## src/rtl/uart_transmitter_if.sv

```systemverilog
// uart_transmitter_if: byte handshake between the store decode logic and the UART transmitter.
interface uart_transmitter_if;
    logic [7:0] DataIn;
    logic       DataInValid;
    logic       DataInReady;
    modport master (output DataIn, DataInValid, input DataInReady);
    modport slave (input DataIn, DataInValid, output DataInReady);
endinterface

```

## src/rtl/uart_transmitter.sv

```systemverilog
// uart_transmitter: serialises accepted bytes as 8N1 UART on SOut, LSB first.
// Define UART_TX_PARITY_EN to insert an even-parity bit (8E1 frame).
module uart_transmitter #(
    parameter int ClockFreq = 100_000_000,
    parameter int BaudRate  = 115_200
) (
    input  logic              Clock,
    input  logic              Reset_n,
    uart_transmitter_if.slave txIf,
    output logic              SOut
);
    localparam int CyclesPerBit = ClockFreq / BaudRate;
    localparam int CntW = $clog2(CyclesPerBit);
    localparam logic [CntW-1:0] LastCycle = CntW'(CyclesPerBit - 1);

    typedef enum logic [2:0] {
        Idle,
        Start,
        Data,
`ifdef UART_TX_PARITY_EN
        Parity,
`endif
        Stop
    } stateT;

    stateT           state, stateNext;
    logic [CntW-1:0] cycleCnt, cycleNext;
    logic [2:0]      bitCnt, bitNext;
    logic [7:0]      shiftReg, shiftNext;
    logic            sOutNext;
    logic            wrap;
`ifdef UART_TX_PARITY_EN
    logic            parityReg, parityNext;
`endif

    assign wrap = cycleCnt == LastCycle;
    assign txIf.DataInReady = state == Idle;

    always_ff @(posedge Clock or negedge Reset_n) begin
        if (!Reset_n) begin
            state    <= Idle;
            cycleCnt <= '0;
            bitCnt   <= '0;
            shiftReg <= '0;
            SOut     <= 1'b1;
`ifdef UART_TX_PARITY_EN
            parityReg <= 1'b0;
`endif
        end else begin
            state    <= stateNext;
            cycleCnt <= cycleNext;
            bitCnt   <= bitNext;
            shiftReg <= shiftNext;
            SOut     <= sOutNext;
`ifdef UART_TX_PARITY_EN
            parityReg <= parityNext;
`endif
        end
    end

    // SOut is registered from the next state so the line follows the state register exactly.
    always_comb begin
        stateNext = state;
        cycleNext = state == Idle ? '0 : wrap ? '0 : cycleCnt + 1'b1;
        bitNext   = bitCnt;
        shiftNext = shiftReg;
`ifdef UART_TX_PARITY_EN
        parityNext = parityReg;
`endif
        case (state)
            Idle: if (txIf.DataInValid) begin
                stateNext = Start;
                shiftNext = txIf.DataIn;
`ifdef UART_TX_PARITY_EN
                parityNext = ^txIf.DataIn;
`endif
            end
            Start: if (wrap) stateNext = Data;
            Data: if (wrap) begin
                shiftNext = shiftReg >> 1;
                bitNext   = bitCnt + 1'b1;
`ifdef UART_TX_PARITY_EN
                if (bitCnt == 3'd7) stateNext = Parity;
`else
                if (bitCnt == 3'd7) stateNext = Stop;
`endif
            end
`ifdef UART_TX_PARITY_EN
            Parity: if (wrap) stateNext = Stop;
`endif
            Stop: if (wrap) stateNext = Idle;
            default: stateNext = Idle;
        endcase
`ifdef UART_TX_PARITY_EN
        sOutNext = stateNext == Start ? 1'b0 : stateNext == Data ? shiftNext[0] :
                   stateNext == Parity ? parityNext : 1'b1;
`else
        sOutNext = stateNext == Start ? 1'b0 : stateNext == Data ? shiftNext[0] : 1'b1;
`endif
    end
endmodule
```

## src/flat_wrapper.sv

```systemverilog
// flat-port wrapper written by rule: the top's interface ports become plain ports
module uart_transmitter_flat 
#(
    parameter int ClockFreq = 100_000_000,
    parameter int BaudRate  = 115_200
)
  (Clock, Reset_n, SOut, txIf_DataIn, txIf_DataInValid, txIf_DataInReady);
  uart_transmitter_if txIf_i ();
  input  logic Clock;
  input  logic Reset_n;
  output logic SOut;
  input wire logic [$bits(txIf_i.DataIn)-1:0] txIf_DataIn;
  input wire logic [$bits(txIf_i.DataInValid)-1:0] txIf_DataInValid;
  output wire logic [$bits(txIf_i.DataInReady)-1:0] txIf_DataInReady;
  assign txIf_i.DataIn = txIf_DataIn;
  assign txIf_i.DataInValid = txIf_DataInValid;
  assign txIf_DataInReady = txIf_i.DataInReady;
  uart_transmitter #(.ClockFreq(ClockFreq), .BaudRate(BaudRate)) u_core (.Clock(Clock), .Reset_n(Reset_n), .txIf(txIf_i), .SOut(SOut));
endmodule
```

## config.mk

```make
export PLATFORM = sky130hd
export DESIGN_NAME = uart_transmitter_flat
export DESIGN_NICKNAME = d
export VERILOG_FILES = /design/src/rtl/uart_transmitter_if.sv /design/src/rtl/uart_transmitter.sv /design/src/flat_wrapper.sv
export SDC_FILE = /design/constraint.sdc
export NUM_CORES = 1
export LEC_CHECK = 0
export BUFFER_PORTS_ARGS = -buffer_cell sky130_fd_sc_hd__buf_2
export CORE_MARGIN = 5
export CORE_UTILIZATION = 35
export CTS_CLUSTER_DIAMETER = 100
export DETAILED_ROUTE_END_ITERATION = 7
export PLACE_DENSITY_LB_ADDON = 0.05
export SYNTH_ARGS = -nofsm -noshare
export SYNTH_HDL_FRONTEND = slang
export SYNTH_SLANG_ARGS = --single-unit
```

## constraint.sdc

```tcl
create_clock -name Clock -period 3.1 [get_ports Clock]
set_input_delay 0.465 -clock Clock [delete_from_list [all_inputs] [get_ports Clock]]
set_output_delay 0.465 -clock Clock [all_outputs]
set_load 0.01 [all_outputs]
```

Yosys cells after proc, flatten, opt, wreduce, memory -nomap -nowiden:

Cells that the tools add are included.

* register bits: 25
* input port bits: 11
* output and inout port bits: 2
* logic and storage cells: 34

* $add $sub $neg: 2
* equality and inequality tests: 9
* mux-type cells: 13
* reduce and logical (&&, ||, !) cells: 4

Operator list (count)
* 10-bit two-way mux: 2
* 8-bit two-way mux: 2
* 8-bit one-hot mux with 2 select lines: 1
* 3-bit two-way mux: 5
* 3-bit one-hot mux with 4 select lines: 1
* 10-bit by 1-bit adder with 10-bit output (second input constant): 1
* 10-bit == test (second input constant): 1
* 3-bit by 2-bit == test with 1-bit output (second input constant): 3
* 3-bit by 1-bit == test with 1-bit output (second input constant): 2
* 3-bit by 1-bit adder with 3-bit output (second input constant): 1
* 3-bit == test (second input constant): 1
* 3-bit zero test: 1
* 3-bit AND reduction: 1
* 1-bit two-way mux: 2
* 2-bit by 1-bit != test with 1-bit output (second input constant): 1
* 2-bit != test (second input constant): 1
* 2-bit AND reduction: 1
* 2-bit nonzero test: 1

Logic depth before layout (Yosys ltp):

Gate-level depths: netlist of the first run.

* depth after elaboration: 7
* depth in mapped cells: 6

Worst setup path after synthesis of the first run:

No wires, ideal clock.

* path kind: register -> register
* start point: register u_core.cycleCnt[0]
* end point: register u_core.SOut
* arrival time: 1.832 ns
* data required time: 3.011 ns
* slack: 1.179 ns
* cell stages (with the launch flop): 7
* path buffers: 1
* clock period less this slack: 1.921 ns
* cell sequence: dfrtp_1 > ha_1 > or4b_4 > or4_4 > buf_6 > nand3_2 > a32oi_1

* word-level cells in the longest chain between the ends: 6
* elaborated cells on any way between the ends: 11
* those cells by class: eq/ne (3); mux (8)

RTL lines
* start: declaration: RTL line uart_transmitter.sv:27 `logic [CntW-1:0] cycleCnt, cycleNext;`
* start signal: assignment: RTL line uart_transmitter.sv:51 `cycleCnt <= cycleNext;`
* 10-bit == test *: RTL line uart_transmitter.sv:36 `assign wrap = cycleCnt == LastCycle;`
* 3-bit two-way mux (on tied branches): RTL line uart_transmitter.sv:91, uart_transmitter.sv:78, uart_transmitter.sv:79
* 3-bit one-hot mux with 4 select lines: RTL line uart_transmitter.sv:70 `case (state)`
* 3-bit by 2-bit == test with 1-bit output: RTL line uart_transmitter.sv:98 `sOutNext = stateNext == Start ? 1'b0 : stateNext == Data ? shiftNext[0] : 1'b1;`
* 1-bit two-way mux: RTL line uart_transmitter.sv:98
* 1-bit two-way mux *: RTL line uart_transmitter.sv:98
* via u_core.sOutNext: RTL line uart_transmitter.sv:30 `logic sOutNext;`
* end signal: assignment: RTL line uart_transmitter.sv:54 `SOut <= sOutNext;`
* end: declaration: RTL line uart_transmitter.sv:10 `output logic SOut`

The timed path passes the listed nets; every way through them passes the cells marked *. The select of a mux whose other input is x is not followed.
A chain may end at the register's enable or synchronous reset.

Final worst setup path of the first run:

Same ends and word-level chain as after synthesis.

==> flow_metrics.tcl, run 1 <==
set metrics [dict create \
    outcome "finished, final reports clean" \
    synth_nets 126 \
    final_cell_mix "24 x dfrtp_1, 13 x nor2_1, 12 x nand2_1, 12 x buf_2, 7 x xor2_1" \
    crit_slowest_cell "or4b_4" \
    drv_slew 0 \
    skew_ns 0.003393 \
    crit_path_max_fanout 5 \
    final-hold-violation-count 0 \
    min_path_type "in -> async" \
    worstSkewPairLatency_ns 0.31 \
    drt_iter0_drc 34 \
    whs_ns 0.1142 \
    detail-route-antenna-nets 0 \
    firstDrtPassIters 4 \
    powerDensity_nw_per_um2 456.9 \
    grt_usage_pct 10.44 \
    period_minus_slack_ns 2.024 \
    rsz0062_at_grt "false" \
    clkSinkCount 25 \
    cts_tree "done" \
    p_leak_nw 0.6555 \
    diodes 0 \
    r2r_start "u_core.cycleCnt[0]$_DFF_PN0_" \
    vias 816 \
    setup_viol 0 \
    ctsHoldBuffers 0 \
    grt_pass1_wl_um 3739 \
    fmax_mhz 494.2 \
    crit_path_cell_trace "ha_1 > or4b_4 > o41ai_1 > o22ai_1 > a32oi_1" \
    cts.clk_slew.worst_paths_ns 0.14 \
    worstMarginPinSlew_ns 0.5518 \
    crit_path_start_kind "register" \
    drive_above_1_share_pct 22.40 \
    max-slew-margin-rel_pct 63.21 \
    setup-tns-final_ns 0 \
    end_kind "register" \
    io_pins 13 \
    core-area_um2 3337 \
    reg2reg_slack_ns 1.08 \
    post-route-period-util_pct 65.28 \
    gp_congestion 0.7440 \
    ys_warn_count 0 \
    postCtsResizedCells 0 \
    die_y_um 68.52 \
    vias_per_cell 4.772 \
    wl_um 2143 \
    remaining_drc_errors 0 \
    port-buffer-count 12 \
    arrival_ns 2.27 \
    antenna_found_initial 0 \
    start_util_pct 35.92 \
    r2r_cells 5 \
    grt_pass1_vias 820 \
    clockBufferDepth 2 \
    routedWlPerCell_um 12.53 \
    cts_setup_buffers 0 \
    final_common_cell "dfrtp_1" \
    ys_ff_latch 25 \
    nets 140 \
    maxCapViolations 0 \
    dp_hpwl_um 1559 \
    netlist_area_um2 1199 \
    area_delta_synth_final_pct 10.54 \
    synth.distinct_cells 34 \
    htree_levels 1 \
    die_area_um2 4695 \
    final_cells 171 \
    worstSetupPathType "reg -> reg" \
    dpl.cell_count 167 \
    peakVddDrop_mv 0.2024 \
    max_stage_delay_ns 0.51 \
    placementRows 21 \
    r2r-end "u_core.SOut$_DFF_PN1_" \
    grt_max_degree 26 \
    overflow 0 \
    crit_required_ns 3.35 \
    cts_root_buf "clkbuf_4" \
    syn_area_per_cell_um2 10.70 \
    cts-buffers-inserted 3 \
    chipWidth_um 68.52 \
    synth.yosys.seq_area_share_pct 52.30 \
    synthCells 112 \
]
## where the power goes
part           switching [W]  internal [W]
Clock              0.0000972     0.0000482
Sequential         0.0000256      0.000358
Combinational      0.0000383     0.0000377
Total               0.000161      0.000444
## worst max-delay path: cells and delay by family (launching register included)
kind,cells,cell delay (ns)
AOI/OAI and AO/OA,3,0.85
and+or+nand+nor,1,0.51
DFF,1,0.41
adders and majority gates,1,0.20
## stage by stage
| stage | area (um2) | worst slack (ns) | total power [W] | util (%) |
|---|---|---|---|---|
| 6_report | 1325 | 1.076 | 0.0006054 | 39.71 |
| 3_3_place_gp | 1297 | 1.134 | 0.0004645 | 38.88 |
| 4_1_cts | 1325 | 1.084 | 0.0006147 | 39.71 |
| 3_5_place_dp | 1297 | 1.100 | 0.0004671 | 38.88 |
| 2_1_floorplan | 1199 | 1.179 | 0.0004383 | - |
| 5_1_grt | 1325 | 0.9700 | 0.0006403 | 39.71 |
## cell type report
type	instances	area, um2
fill	333	2012
sequential	25	626.9
clock inverter	1	5.005
multi-input combinational	80	534.3
clock buffer	3	22.52
tap	46	57.56
inverter	3	11.26
timing repair buffer	13	67.56
## flip-flops by register name, indices dropped and copies added, names as in the netlist
signal / flops
u_core.bitCnt: 3
u_core.cycleCnt: 10
u_core.state: 3
u_core.SOut: 1
u_core.shiftReg: 8
## cells in the mapped netlist
master / n / area, um2
a21o_1: 6 / 45.04
a21oi_1: 2 / 10.01
a22o_1: 6 / 52.55
a22oi_1: 1 / 7.510
a32oi_1: 1 / 8.760
and2_1: 1 / 6.260
and3_1: 1 / 6.260
and3_2: 1 / 7.510
and4_2: 1 / 10.01
buf_4: 1 / 7.510
buf_6: 1 / 11.26
clkbuf_1: 2 / 7.510
conb_1: 1 / 3.750
dfrtp_1: 24 / 600.6
dfstp_2: 1 / 26.28
ha_1: 3 / 37.54
inv_1: 3 / 11.26
nand2_1: 12 / 45.04
nand3_1: 4 / 20.02
nand3_2: 1 / 10.01
nand3b_1: 1 / 7.510
nand4_1: 2 / 12.51
nor2_1: 13 / 48.80
nor3_1: 3 / 15.01
nor3b_1: 1 / 7.510
nor4_2: 1 / 12.51
o22ai_1: 1 / 6.260
o41ai_1: 1 / 8.760
or2_2: 2 / 12.51
or3b_2: 1 / 8.760
or4_4: 2 / 22.52
or4b_4: 1 / 13.76
xnor2_1: 3 / 26.28
xor2_1: 7 / 61.31
## logic make-up (layout without fill, tap and decap cells)
| group | after synthesis | count (layout) | synth area share [%] |
|---|---|---|---|
| buffers and inverters | 7 | 20 | 3.132 |
| flip-flops | 25 | 25 | 52.30 |
| XOR/XNOR | 10 | 10 | 7.307 |
| adder cells (fa/ha/maj) | 3 | 3 | 3.132 |
| AO/OA/AOI/OAI | 18 | 18 | 11.59 |
| AND/OR/NAND/NOR | 48 | 48 | 22.23 |
| other | 1 | 1 | 0.3129 |
## per-layer routing
layer  global-route usage, %  share of wire (%)
met4                   3.722               0.70
met3                   2.107                4.4
met2                   15.38                 41
met5                       0                  0
met1                   15.06                 53
## worst max-delay path by stage
stage / cells past startpoint / to / slack [ns] / start
2_1_floorplan: 6 / u_core.SOut$_DFF_PN1_ / 1.18 / u_core.cycleCnt[0]$_DFF_PN0_
3_3_place_gp: 6 / u_core.shiftReg[4]$_DFFE_PN0P_ / 1.13 / u_core.cycleCnt[0]$_DFF_PN0_
3_5_place_dp: 6 / u_core.shiftReg[5]$_DFFE_PN0P_ / 1.10 / u_core.cycleCnt[0]$_DFF_PN0_
4_1_cts: 6 / u_core.shiftReg[3]$_DFFE_PN0P_ / 1.08 / u_core.cycleCnt[0]$_DFF_PN0_
5_1_grt: 6 / u_core.shiftReg[1]$_DFFE_PN0P_ / 0.97 / u_core.cycleCnt[0]$_DFF_PN0_
6_report: 5 / u_core.SOut$_DFF_PN1_ / 1.08 / u_core.cycleCnt[0]$_DFF_PN0_
No activity file was read; power rests on OpenSTA's default activity.
==> run 2: changes to the inputs <==
ABC_AREA = 1   (was default)
clock period = 1.95 ns   (was 3.1 ns; I/O delays follow)
==> flow_metrics.tcl, run 2 <==
set metrics [dict create \
    cts.clk_slew.worst_paths_ns 0.16 \
    outcome "finished, final reports clean" \
    worstMarginPinSlew_ns 0.5832 \
    nFillCells 368 \
    r2r-end "u_core.shiftReg[5]$_DFFE_PN0P_" \
    cts_root_buf "clkbuf_4" \
    overflow 0 \
    final_cell_mix "34 x nand2_1, 24 x dfrtp_1, 21 x inv_1, 18 x nor2_1, 12 x buf_2" \
    syn_area_per_cell_um2 8.661 \
    synth.distinct_cells 25 \
    arrival_ns 1.42 \
    clkSinkCount 25 \
    netlist_area_um2 1221 \
    min_path_type "in -> reg" \
    dp_hpwl_um 1826 \
    drt_iter0_drc 44 \
    vias 934 \
    p_total_w 0.001018 \
    r2r_start "u_core.cycleCnt[0]$_DFF_PN0_" \
    ys_warn_count 0 \
    diodes 0 \
    reg2reg_slack_ns 0.31 \
    io_pins 13 \
    detailedPlace.worstSlack_ns 0.3065 \
    die_y_um 69.07 \
    final_cells 203 \
    yosysMostFrequentCell "nand2_1" \
    crit_required_ns 1.66 \
    cts-buffers-inserted 3 \
    ys_ff_latch 25 \
    max-slew-margin-rel_pct 61.12 \
    firstDrtPassIters 4 \
    ff_latch_area_um2 626.9 \
    ys_top_cells_by_count "34 x nand2_1, 24 x dfrtp_1, 21 x inv_1" \
    whs_ns 0.1730 \
    antenna_found_initial 0 \
    gp_congestion 0.7632 \
    synth_top_area_share_pct 49.18 \
    synth-async-reset-ratio_pct 100.0 \
    largest_reg_flops 10 \
    synthCells 141 \
    grt_usage_pct 10.68 \
    placementRows 21 \
    detail-route-antenna-nets 0 \
    grt_pass1_vias 929 \
    min-delay-start "txIf_DataIn[3]" \
    synth_flop_cell "dfrtp_1" \
    synth.yosys.seq_area_share_pct 51.33 \
    hold_path_end "u_core.shiftReg[3]$_DFFE_PN0P_" \
    end_kind "output pin" \
    multiInputGateArea_um2 495.5 \
    clockBufferDepth 2 \
    worstSetupPathType "reg -> out" \
    port-buffer-count 12 \
    final_common_cell "nand2_1" \
    crit_path_start_kind "register" \
    grt_pass1_wl_um 4195 \
    yosysTopAreaCell "dfrtp_1" \
    skew_ns 0.01671 \
    dpl.cell_count 198 \
    postCtsResizedCells 0 \
    synthTopCellsByArea "dfrtp_1 49%, nand2_1 10%, inv_1 6.5%" \
    period_minus_slack_ns 1.716 \
    area_delta_synth_final_pct 11.99 \
    nets 172 \
    wl_um 2374 \
    fmax_mhz 582.7 \
    routedWlPerCell_um 11.69 \
    grt_max_degree 26 \
    vias_per_cell 4.601 \
    synth_nets 155 \
    setup-tns-final_ns 0 \
    r2r_cells 6 \
    rsz0062_at_grt "false" \
    final-hold-violation-count 0 \
    peakVddDrop_mv 0.3272 \
    start_util_pct 36.31 \
    worstSkewPairLatency_ns 0.33 \
    crit_path_max_fanout 6 \
    htree_levels 1 \
    reg.largest.list "u_core.cycleCnt (10), u_core.shiftReg (8)" \
    maxCapViolations 0 \
    p_leak_nw 0.6896 \
    cts_setup_buffers 0 \
    drive_above_1_share_pct 15.29 \
    cts_tree "done" \
    chipWidth_um 69.07 \
    powerDensity_nw_per_um2 744.7 \
    die_area_um2 4771 \
    finalWorstSetupSlack_ns 0.2340 \
    drv_slew 0 \
    remaining_drc_errors 0 \
    setup_viol 0 \
    post-route-period-util_pct 88.00 \
    regMostFlops "u_core.cycleCnt" \
    core-area_um2 3363 \
    synth_edf_count 0 \
    hold-path-cell-count 3 \
]
[run 2: worst max path at each step]
stage	start	end	slack [ns]	depth (start not counted)
after global placement	u_core.cycleCnt[0]$_DFF_PN0_	u_core.shiftReg[5]$_DFFE_PN0P_	0.39	6
after detailed placement	u_core.cycleCnt[0]$_DFF_PN0_	u_core.shiftReg[5]$_DFFE_PN0P_	0.31	6
after global routing	u_core.state[0]$_DFF_PN0_	txIf_DataInReady	0.13	2
after CTS	u_core.state[0]$_DFF_PN0_	txIf_DataInReady	0.20	2
after floorplan	u_core.cycleCnt[0]$_DFF_PN0_	u_core.SOut$_DFF_PN1_	0.58	10
final	u_core.state[0]$_DFF_PN0_	txIf_DataInReady	0.23	2
[run 2: layer usage]
layer  share of wire, %  global-route usage [%]
met4               0.88                   4.555
met2                 46                   17.37
met1                 48                   13.61
met5                  0                       0
met3                4.4                   2.326
[run 2: repair_timing]
action,in CTS,in global routing
hold endpoints to repair,24,0
setup endpoints to repair,0,0
hold buffers,1,0
[run 2: area by class of cell]
type	instances	share of cell area (%)
Clock inverter	1	0.5489
Clock buffer	3	1.647
Multi-Input combinational cell	93	36.23
Inverter	22	6.404
Sequential cell	25	45.84
Timing Repair Buffer	13	5.124
Tap cell	46	4.209
[run 2: power breakdown]
group / internal [W] / switching (W) / total [W]
Clock: 0.0000784 / 0.000166 / 0.000244
Combinational: 0.0000627 / 0.0000959 / 0.000159
Sequential: 0.000578 / 0.0000376 / 0.000616
[run 2: worst max-delay path: stages (launching register included)]
cell and delay, ns:
dfrtp_1 0.48, nor3_4 0.41, buf_2 0.21
[run 2: logic make-up (layout without fill, tap and decap cells)]
group	count (synthesis)	in the layout	synth area share [%]
xor gates and xnor gates	3	3	2.152
and+or+nand+nor	75	75	28.79
DFF	25	25	51.33
adders and majority gates	3	3	3.074
AOI/OAI and AO/OA	11	11	6.250
buffers and inverters	23	39	8.095
other	1	1	0.3071
[run 2: per-stage QoR]
step | util [%] | area (um2)
2_1_floorplan | - | 1221
4_1_cts | 40.66 | 1368
3_5_place_dp | 39.47 | 1328
5_1_grt | 40.66 | 1368
6_report | 40.66 | 1368
3_3_place_gp | 39.47 | 1328
